==> src/rtl/riscv_pkg.sv <==
// Shared widths, ALU opcodes, forwarding-select enum and the ID/EX register bundle.
package riscv_pkg;

   localparam int unsigned DATA_WIDTH     = 32;
   localparam int unsigned ALUCTRL_WIDTH  = 4;
   localparam int unsigned REG_ADDR_WIDTH = 5;

   // ALU opcode is {func7[5], func3}
   typedef enum logic [ALUCTRL_WIDTH-1:0] {
      ALU_ADD  = 4'b0000,
      ALU_SLL  = 4'b0001,
      ALU_SLT  = 4'b0010,
      ALU_SLTU = 4'b0011,
      ALU_XOR  = 4'b0100,
      ALU_SRL  = 4'b0101,
      ALU_OR   = 4'b0110,
      ALU_AND  = 4'b0111,
      ALU_SUB  = 4'b1000,
      ALU_SRA  = 4'b1101
   } alu_op_t;

   typedef enum logic [1:0] {FWD_REG, FWD_EXM, FWD_MWB} fwd_sel_t;

   typedef struct packed {
      logic                      valid;
      logic [DATA_WIDTH-1:0]     pc;
      logic [DATA_WIDTH-1:0]     rs1_data;
      logic [DATA_WIDTH-1:0]     rs2_data;
      logic [DATA_WIDTH-1:0]     imm;
      logic [REG_ADDR_WIDTH-1:0] rs1_addr;
      logic [REG_ADDR_WIDTH-1:0] rs2_addr;
      logic [REG_ADDR_WIDTH-1:0] rd_addr;
      logic [ALUCTRL_WIDTH-1:0]  alu_ctrl;
      logic                      alu_src_a;
      logic                      alu_src_b;
      logic                      reg_write;
      logic                      mem_write;
      logic                      mem_to_reg;
   } id_ex_t;

endpackage

==> src/rtl/forward_unit.sv <==
// Per-source forwarding select: EX/MEM beats MEM/WB, x0 and invalid slots never forward.
// Only present when IDEX_FORWARD_EN is defined.
`ifdef IDEX_FORWARD_EN
module forward_unit
   import riscv_pkg::*;
(
   input  logic                      valid_i,
   input  logic [REG_ADDR_WIDTH-1:0] rs_i,
   input  logic [REG_ADDR_WIDTH-1:0] exm_rd_i,
   input  logic                      exm_reg_write_i,
   input  logic [REG_ADDR_WIDTH-1:0] mwb_rd_i,
   input  logic                      mwb_reg_write_i,
   output fwd_sel_t                  sel_o
);

   always_comb begin
      sel_o = FWD_REG;
      if (valid_i && (rs_i != '0)) begin
         if (exm_reg_write_i && (exm_rd_i == rs_i)) begin
            sel_o = FWD_EXM;
         end else if (mwb_reg_write_i && (mwb_rd_i == rs_i)) begin
            sel_o = FWD_MWB;
         end
      end
   end

endmodule
`endif

==> src/rtl/id_ex_stage.sv <==
// ID/EX pipeline register with stall/flush and ALU operand selection.
// Define IDEX_FORWARD_EN to forward EX/MEM and MEM/WB results into the operands.
module id_ex_stage
   import riscv_pkg::*;
#(
   // Overrides must match the riscv_pkg widths used by the register bundle
   parameter int unsigned DATA_WIDTH     = riscv_pkg::DATA_WIDTH,
   parameter int unsigned ALUCTRL_WIDTH  = riscv_pkg::ALUCTRL_WIDTH,
   parameter int unsigned REG_ADDR_WIDTH = riscv_pkg::REG_ADDR_WIDTH
) (
   input  logic                      clk,
   input  logic                      rst,
   input  logic                      stall,
   input  logic                      flush,
   input  logic                      valid_d,
   input  logic [DATA_WIDTH-1:0]     pc_d,
   input  logic [DATA_WIDTH-1:0]     rs1_data_d,
   input  logic [DATA_WIDTH-1:0]     rs2_data_d,
   input  logic [DATA_WIDTH-1:0]     imm_d,
   input  logic [REG_ADDR_WIDTH-1:0] rs1_addr_d,
   input  logic [REG_ADDR_WIDTH-1:0] rs2_addr_d,
   input  logic [REG_ADDR_WIDTH-1:0] rd_addr_d,
   input  logic [ALUCTRL_WIDTH-1:0]  alu_ctrl_d,
   input  logic                      alu_src_a_d,
   input  logic                      alu_src_b_d,
   input  logic                      reg_write_d,
   input  logic                      mem_write_d,
   input  logic                      mem_to_reg_d,
   input  logic [REG_ADDR_WIDTH-1:0] exm_rd,
   input  logic [REG_ADDR_WIDTH-1:0] mwb_rd,
   input  logic                      exm_reg_write,
   input  logic                      mwb_reg_write,
   input  logic [DATA_WIDTH-1:0]     exm_result,
   input  logic [DATA_WIDTH-1:0]     mwb_result,
   output logic [ALUCTRL_WIDTH-1:0]  ALUCtrl,
   output logic [DATA_WIDTH-1:0]     ALUop1,
   output logic [DATA_WIDTH-1:0]     ALUop2,
   output logic [DATA_WIDTH-1:0]     store_data_e,
   output logic [DATA_WIDTH-1:0]     pc_e,
   output logic [REG_ADDR_WIDTH-1:0] rd_addr_e,
   output logic                      valid_e,
   output logic                      reg_write_e,
   output logic                      mem_write_e,
   output logic                      mem_to_reg_e
);

   id_ex_t id_ex_q, id_ex_d;
   logic [DATA_WIDTH-1:0] fwd_rs1, fwd_rs2;

   // Bubble is all-zero: invalid, no writes, ALU_ADD, rd = x0
   always_comb begin
      id_ex_d = id_ex_q;
      if (flush) begin
         id_ex_d          = '0;
         id_ex_d.alu_ctrl = ALU_ADD;
      end else if (!stall) begin
         id_ex_d.valid      = valid_d;
         id_ex_d.pc         = pc_d;
         id_ex_d.rs1_data   = rs1_data_d;
         id_ex_d.rs2_data   = rs2_data_d;
         id_ex_d.imm        = imm_d;
         id_ex_d.rs1_addr   = rs1_addr_d;
         id_ex_d.rs2_addr   = rs2_addr_d;
         id_ex_d.rd_addr    = rd_addr_d;
         id_ex_d.alu_ctrl   = alu_ctrl_d;
         id_ex_d.alu_src_a  = alu_src_a_d;
         id_ex_d.alu_src_b  = alu_src_b_d;
         id_ex_d.reg_write  = reg_write_d;
         id_ex_d.mem_write  = mem_write_d;
         id_ex_d.mem_to_reg = mem_to_reg_d;
      end
   end

   always_ff @(posedge clk) begin
      if (rst) begin
         id_ex_q <= '0;
      end else begin
         id_ex_q <= id_ex_d;
      end
   end

`ifdef IDEX_FORWARD_EN
   fwd_sel_t sel_rs1, sel_rs2;

   forward_unit u_fwd_rs1 (
      .valid_i         (id_ex_q.valid),
      .rs_i            (id_ex_q.rs1_addr),
      .exm_rd_i        (exm_rd),
      .exm_reg_write_i (exm_reg_write),
      .mwb_rd_i        (mwb_rd),
      .mwb_reg_write_i (mwb_reg_write),
      .sel_o           (sel_rs1)
   );

   forward_unit u_fwd_rs2 (
      .valid_i         (id_ex_q.valid),
      .rs_i            (id_ex_q.rs2_addr),
      .exm_rd_i        (exm_rd),
      .exm_reg_write_i (exm_reg_write),
      .mwb_rd_i        (mwb_rd),
      .mwb_reg_write_i (mwb_reg_write),
      .sel_o           (sel_rs2)
   );

   always_comb begin
      case (sel_rs1)
         FWD_EXM: fwd_rs1 = exm_result;
         FWD_MWB: fwd_rs1 = mwb_result;
         default: fwd_rs1 = id_ex_q.rs1_data;
      endcase
      case (sel_rs2)
         FWD_EXM: fwd_rs2 = exm_result;
         FWD_MWB: fwd_rs2 = mwb_result;
         default: fwd_rs2 = id_ex_q.rs2_data;
      endcase
   end
`else
   // Hazards are resolved by stalling upstream; downstream ports are inert
   logic unused_fwd;
   assign unused_fwd = ^{exm_rd, mwb_rd, exm_reg_write, mwb_reg_write, exm_result,
                         mwb_result, id_ex_q.rs1_addr, id_ex_q.rs2_addr};

   assign fwd_rs1 = id_ex_q.rs1_data;
   assign fwd_rs2 = id_ex_q.rs2_data;
`endif

   assign ALUCtrl      = id_ex_q.alu_ctrl;
   assign ALUop1       = id_ex_q.alu_src_a ? id_ex_q.pc : fwd_rs1;
   assign ALUop2       = id_ex_q.alu_src_b ? id_ex_q.imm : fwd_rs2;
   assign store_data_e = fwd_rs2;
   assign pc_e         = id_ex_q.pc;
   assign rd_addr_e    = id_ex_q.rd_addr;
   assign valid_e      = id_ex_q.valid;
   assign reg_write_e  = id_ex_q.reg_write;
   assign mem_write_e  = id_ex_q.mem_write;
   assign mem_to_reg_e = id_ex_q.mem_to_reg;

endmodule

==> config.mk <==
export PLATFORM = sky130hd
export DESIGN_NAME = id_ex_stage
export DESIGN_NICKNAME = d
export VERILOG_FILES = /design/src/rtl/riscv_pkg.sv /design/src/rtl/forward_unit.sv /design/src/rtl/id_ex_stage.sv
export SDC_FILE = /design/constraint.sdc
export NUM_CORES = 1
export LEC_CHECK = 0
export CAP_MARGIN = 30
export CORE_ASPECT_RATIO = 1.25
export CORE_UTILIZATION = 30
export CTS_CLUSTER_DIAMETER = 60
export DETAILED_ROUTE_END_ITERATION = 16
export DONT_BUFFER_PORTS = 1
export REMOVE_ABC_BUFFERS = 1
export SYNTH_ARGS = -nofsm -noshare
export SYNTH_HDL_FRONTEND = slang
export SYNTH_SLANG_ARGS = --single-unit
==> constraint.sdc <==
create_clock -name clk -period 1.7 [get_ports clk]
set_input_delay 0.34 -clock clk [delete_from_list [all_inputs] [get_ports clk]]
set_output_delay 0.34 -clock clk [all_outputs]
set_load 0.005 [all_outputs]
# Word level (Yosys, flattened, before mapping)
# Cells that the tools add are included.
# op_classes
n_mux	2
reduce_logical	1
# op_table
op	n
$mux 32	2
$reduce_or 2->1	1
# word_totals
register_bits	143
out_inout_bits	141

# Logic depth before layout (Yosys ltp)
# logic_depth
depth_word	1
mapped_depth	5

# Worst setup path before layout
# Ideal clock, no wire load.
# synth_timing
kind	register to output
start	reg id_ex_q[4] (netlist name)
end	out ALUop1[10]
arrival_ps	981
t_required_ps	1360
setup_slack_ps	379
path_stages_with_launch	4
cell_sequence	dfxtp_1 -> buf_2 -> buf_2 -> mux2_2
# synth_via
elab_chain_cells	1
# synth_lines
element	line_no	source
start: declaration	id_ex_stage.sv:47	id_ex_t id_ex_q, id_ex_d;
start signal: assignment	id_ex_stage.sv:78	id_ex_q <= id_ex_d;
$mux 32	id_ex_stage.sv:128	assign ALUop1 = id_ex_q.alu_src_a ? id_ex_q.pc : fwd_rs1;
end: declaration	id_ex_stage.sv:36	output logic [DATA_WIDTH-1:0] ALUop1,
# Every way passes these cells.

# Worst setup path after layout
# layout_timing
start	reg id_ex_q[3] (netlist name)
end	out ALUop2[7]
# layout_via
elab_chain_cells	1
# layout_lines
element	line_no	source
$mux 32	id_ex_stage.sv:129	assign ALUop2 = id_ex_q.alu_src_b ? id_ex_q.imm : fwd_rs2;
end: declaration	id_ex_stage.sv:37	output logic [DATA_WIDTH-1:0] ALUop2,
# Every way passes these cells.

==> impl_metrics.env <==
export IMPL_status="completed"
export IMPL_synthDominantCellAreaShare=0.447
export IMPL_hold_path_depth=2
export IMPL_synthXorXnorAreaFrac=0
export IMPL_syn2layout_area_growth_pct=4.26
export IMPL_crit_chain="buf_12, mux2_2"
export IMPL_n_antenna_cell=0
export IMPL_routed_wl_mm=12.9
export IMPL_num_vias=3684
export IMPL_place_inst=773
export IMPL_ys_seq_area_frac=0.447
export IMPL_clk_pin_slew_ps=60
export IMPL_synth_top_family_by_area="multiplexers"
export IMPL_worstSkewPairLatency_ps=410
export IMPL_end_kind="output port"
export IMPL_grt_pass1_wl_mm=18.8
export IMPL_ctsRootBufferMaster="clkbuf_16"
export IMPL_reg2reg_depth=3
export IMPL_ir_worst_vdd_mv=0.607
export IMPL_die_h_um=165
export IMPL_arrival_ps=1360
export IMPL_fp_dieArea_sq_mm=0.0219
export IMPL_numCtsBuffers=17
export IMPL_synth_avg_cell_area_sq_um=10.5
export IMPL_cts_hold_fix_buffers=0
export IMPL_leakagePower_nw=2.88
export IMPL_synth_compound_area_frac=0
export IMPL_cp_slowest_cell="dfxtp_4"
export IMPL_fin_crit_sh=1.00
export IMPL_crit_fanout=17
export IMPL_initial_utilization=0.307
export IMPL_hp_start="rs2_data_d[16]"
export IMPL_max_cap_viol_count=0
export IMPL_pin_count=374
export IMPL_start_kind="flip-flop"
export IMPL_synth_cells=607
export IMPL_cp_slowest_stage_delay_ps=390
export IMPL_core_area_sq_mm=0.0209
export IMPL_grt_pass1_vias=3661
export IMPL_fin_nets=753
export IMPL_period_needed_ps=1700
export IMPL_pre_cts_ws_ps=385
export IMPL_yosysWarningCount=0
export IMPL_stdcell_count=807
export IMPL_first_pass_iters=4
export IMPL_ys_types=9
export IMPL_muxShareOfSynthArea=0.336
export IMPL_critical_path_class="reg2out"
export IMPL_final_cell_mix="mux2i_1, nor2_1, dfxtp_1"
export IMPL_cts_tree="built"
export IMPL_overflow=0
export IMPL_hold_path_end="store_data_e[16]$_SDFFE_PP0N_"
export IMPL_relSlewSlack=0.773
export IMPL_h_tree_depth=4
export IMPL_drt_iter0_drc=80
export IMPL_ant_nets=0
export IMPL_setup_viol=0
export IMPL_layout_drive_gt1_share=0.199
export IMPL_rsz0062_at_grt="yes"
export IMPL_cp_required_ps=1360
export IMPL_rr_startpoint="id_ex_q[4]$_SDFFE_PP0N_"
export IMPL_syn_cell_area_sq_mm=0.00640
export IMPL_numClockSinks=143
export IMPL_dpl_hpwl_mm=8.81
export IMPL_synthSimpleGateAreaFrac=0.0848
export IMPL_cts_buffer_depth=2
export IMPL_min_path_type="in2reg"
export IMPL_p_total_mw=7.74
export IMPL_skew_ps=0
export IMPL_track_usage=0.110
export IMPL_portBuffers=0
export IMPL_grt_max_degree=144
export IMPL_hold_viol=0
export IMPL_post_drt_via_cell_ratio=4.57
export IMPL_worst_pin_slew_ps=341
export IMPL_yosysTopAreaCell="dfxtp_1"
export IMPL_rows=59
export IMPL_place_gp_congestion=0.745
export IMPL_setup_ws_ps=0.540
export IMPL_die_width_um=133
export IMPL_final_max_slew_viol_count=0
export IMPL_rrSetupSlack_ps=830
export IMPL_r2r_end="id_ex_q[4]$_SDFFE_PP0N_"
export IMPL_drcViolationCount=0
export IMPL_powerDensity_mw_per_mm2=1160
export IMPL_ys_seq_elements=143
export IMPL_max_freq_mhz=588
export IMPL_antenna_found_initial=0
export IMPL_synthTopCellsByArea="dfxtp_1, mux2i_1, mux2_2, buf_4, nor2_1"
export IMPL_synth_adder_area_share=0
export IMPL_fin_util=0.320
export IMPL_routedWlPerCell_um=15.9
stage by stage:
stage	cell area (sq um)	hold WS (ps)	setup TNS, ps
finish	6680	73.5	0
global route	6680	52.3	-1320
CTS	6670	48.4	-687
detailed placement	5990	484	0
global placement	5990	473	0
floorplan	5560	458	-180850
synthesized netlist by cell type:
master,instances
mux2i_1,143
nor2_1,143
or2_1,1
mux2_2,64
clkbuf_1,7
buf_2,16
dfxtp_1,143
buf_6,17
buf_4,73
where the power goes:
part	switching [mW]	internal, mW
sequential	0.0875	3.46
combinational	0.184	0.249
clock	1.43	2.33
total	1.70	6.04
worst max-delay path by stage:
stage                            startpoint                       to  slack [ps]  cells after the start
finish              id_ex_q[3]$_SDFFE_PP0N_                ALUop2[7]         0.5                      2
global route        id_ex_q[3]$_SDFFE_PP0N_                ALUop2[7]         -50                      2
CTS                 id_ex_q[4]$_SDFFE_PP0N_               ALUop1[13]         -30                      2
detailed placement  id_ex_q[3]$_SDFFE_PP0N_               ALUop2[10]         380                      2
global placement    id_ex_q[3]$_SDFFE_PP0N_               ALUop2[10]         400                      2
floorplan                               rst  ALUCtrl[0]$_SDFFE_PP0N_       -1250                      2
per-layer routing:
layer,track usage,wire [um]
met2,0.207,6860
met4,0.0491,135
met5,0,0
met3,0.0467,1050
met1,0.104,4820
repair_timing:
action / 4_1_cts / 5_1_grt
gates resized for setup: 8 / 2
cloned: 2 / 0
endpoints found under the hold margin: 0 / 0
endpoints found under the setup margin: 59 / 61
setup buffers: 0 / 0
sequential cells by signal (all words and copies together) (netlist names):
signal,count
id_ex_q,34
fwd_rs1,32
pc_e,32
store_data_e,32
rd_addr_e,5
ALUCtrl,4
mem_to_reg_e,1
mem_write_e,1
reg_write_e,1
valid_e,1
area by class of cell:
cell class                 count  area, sq um
fill                        2121        14200
sequential                   143         2870
multi-input combinational    351         2710
clock buffer                  21          480
tap                          274          343
timing repair buffer           7          143
clock inverter                11          128
kinds of logic after synthesis:
kind of cell | Yosys count
muxes | 207
DFF | 143
buffers and inverters | 113
and+or+nand+nor | 144
worst max-delay path: cells and delay by family (launching register included):
kind	cells	cell delay (ps)
buffers and inverters	1	170
DFF	1	390
muxes	1	380
(Power assumes the default switching activity.)
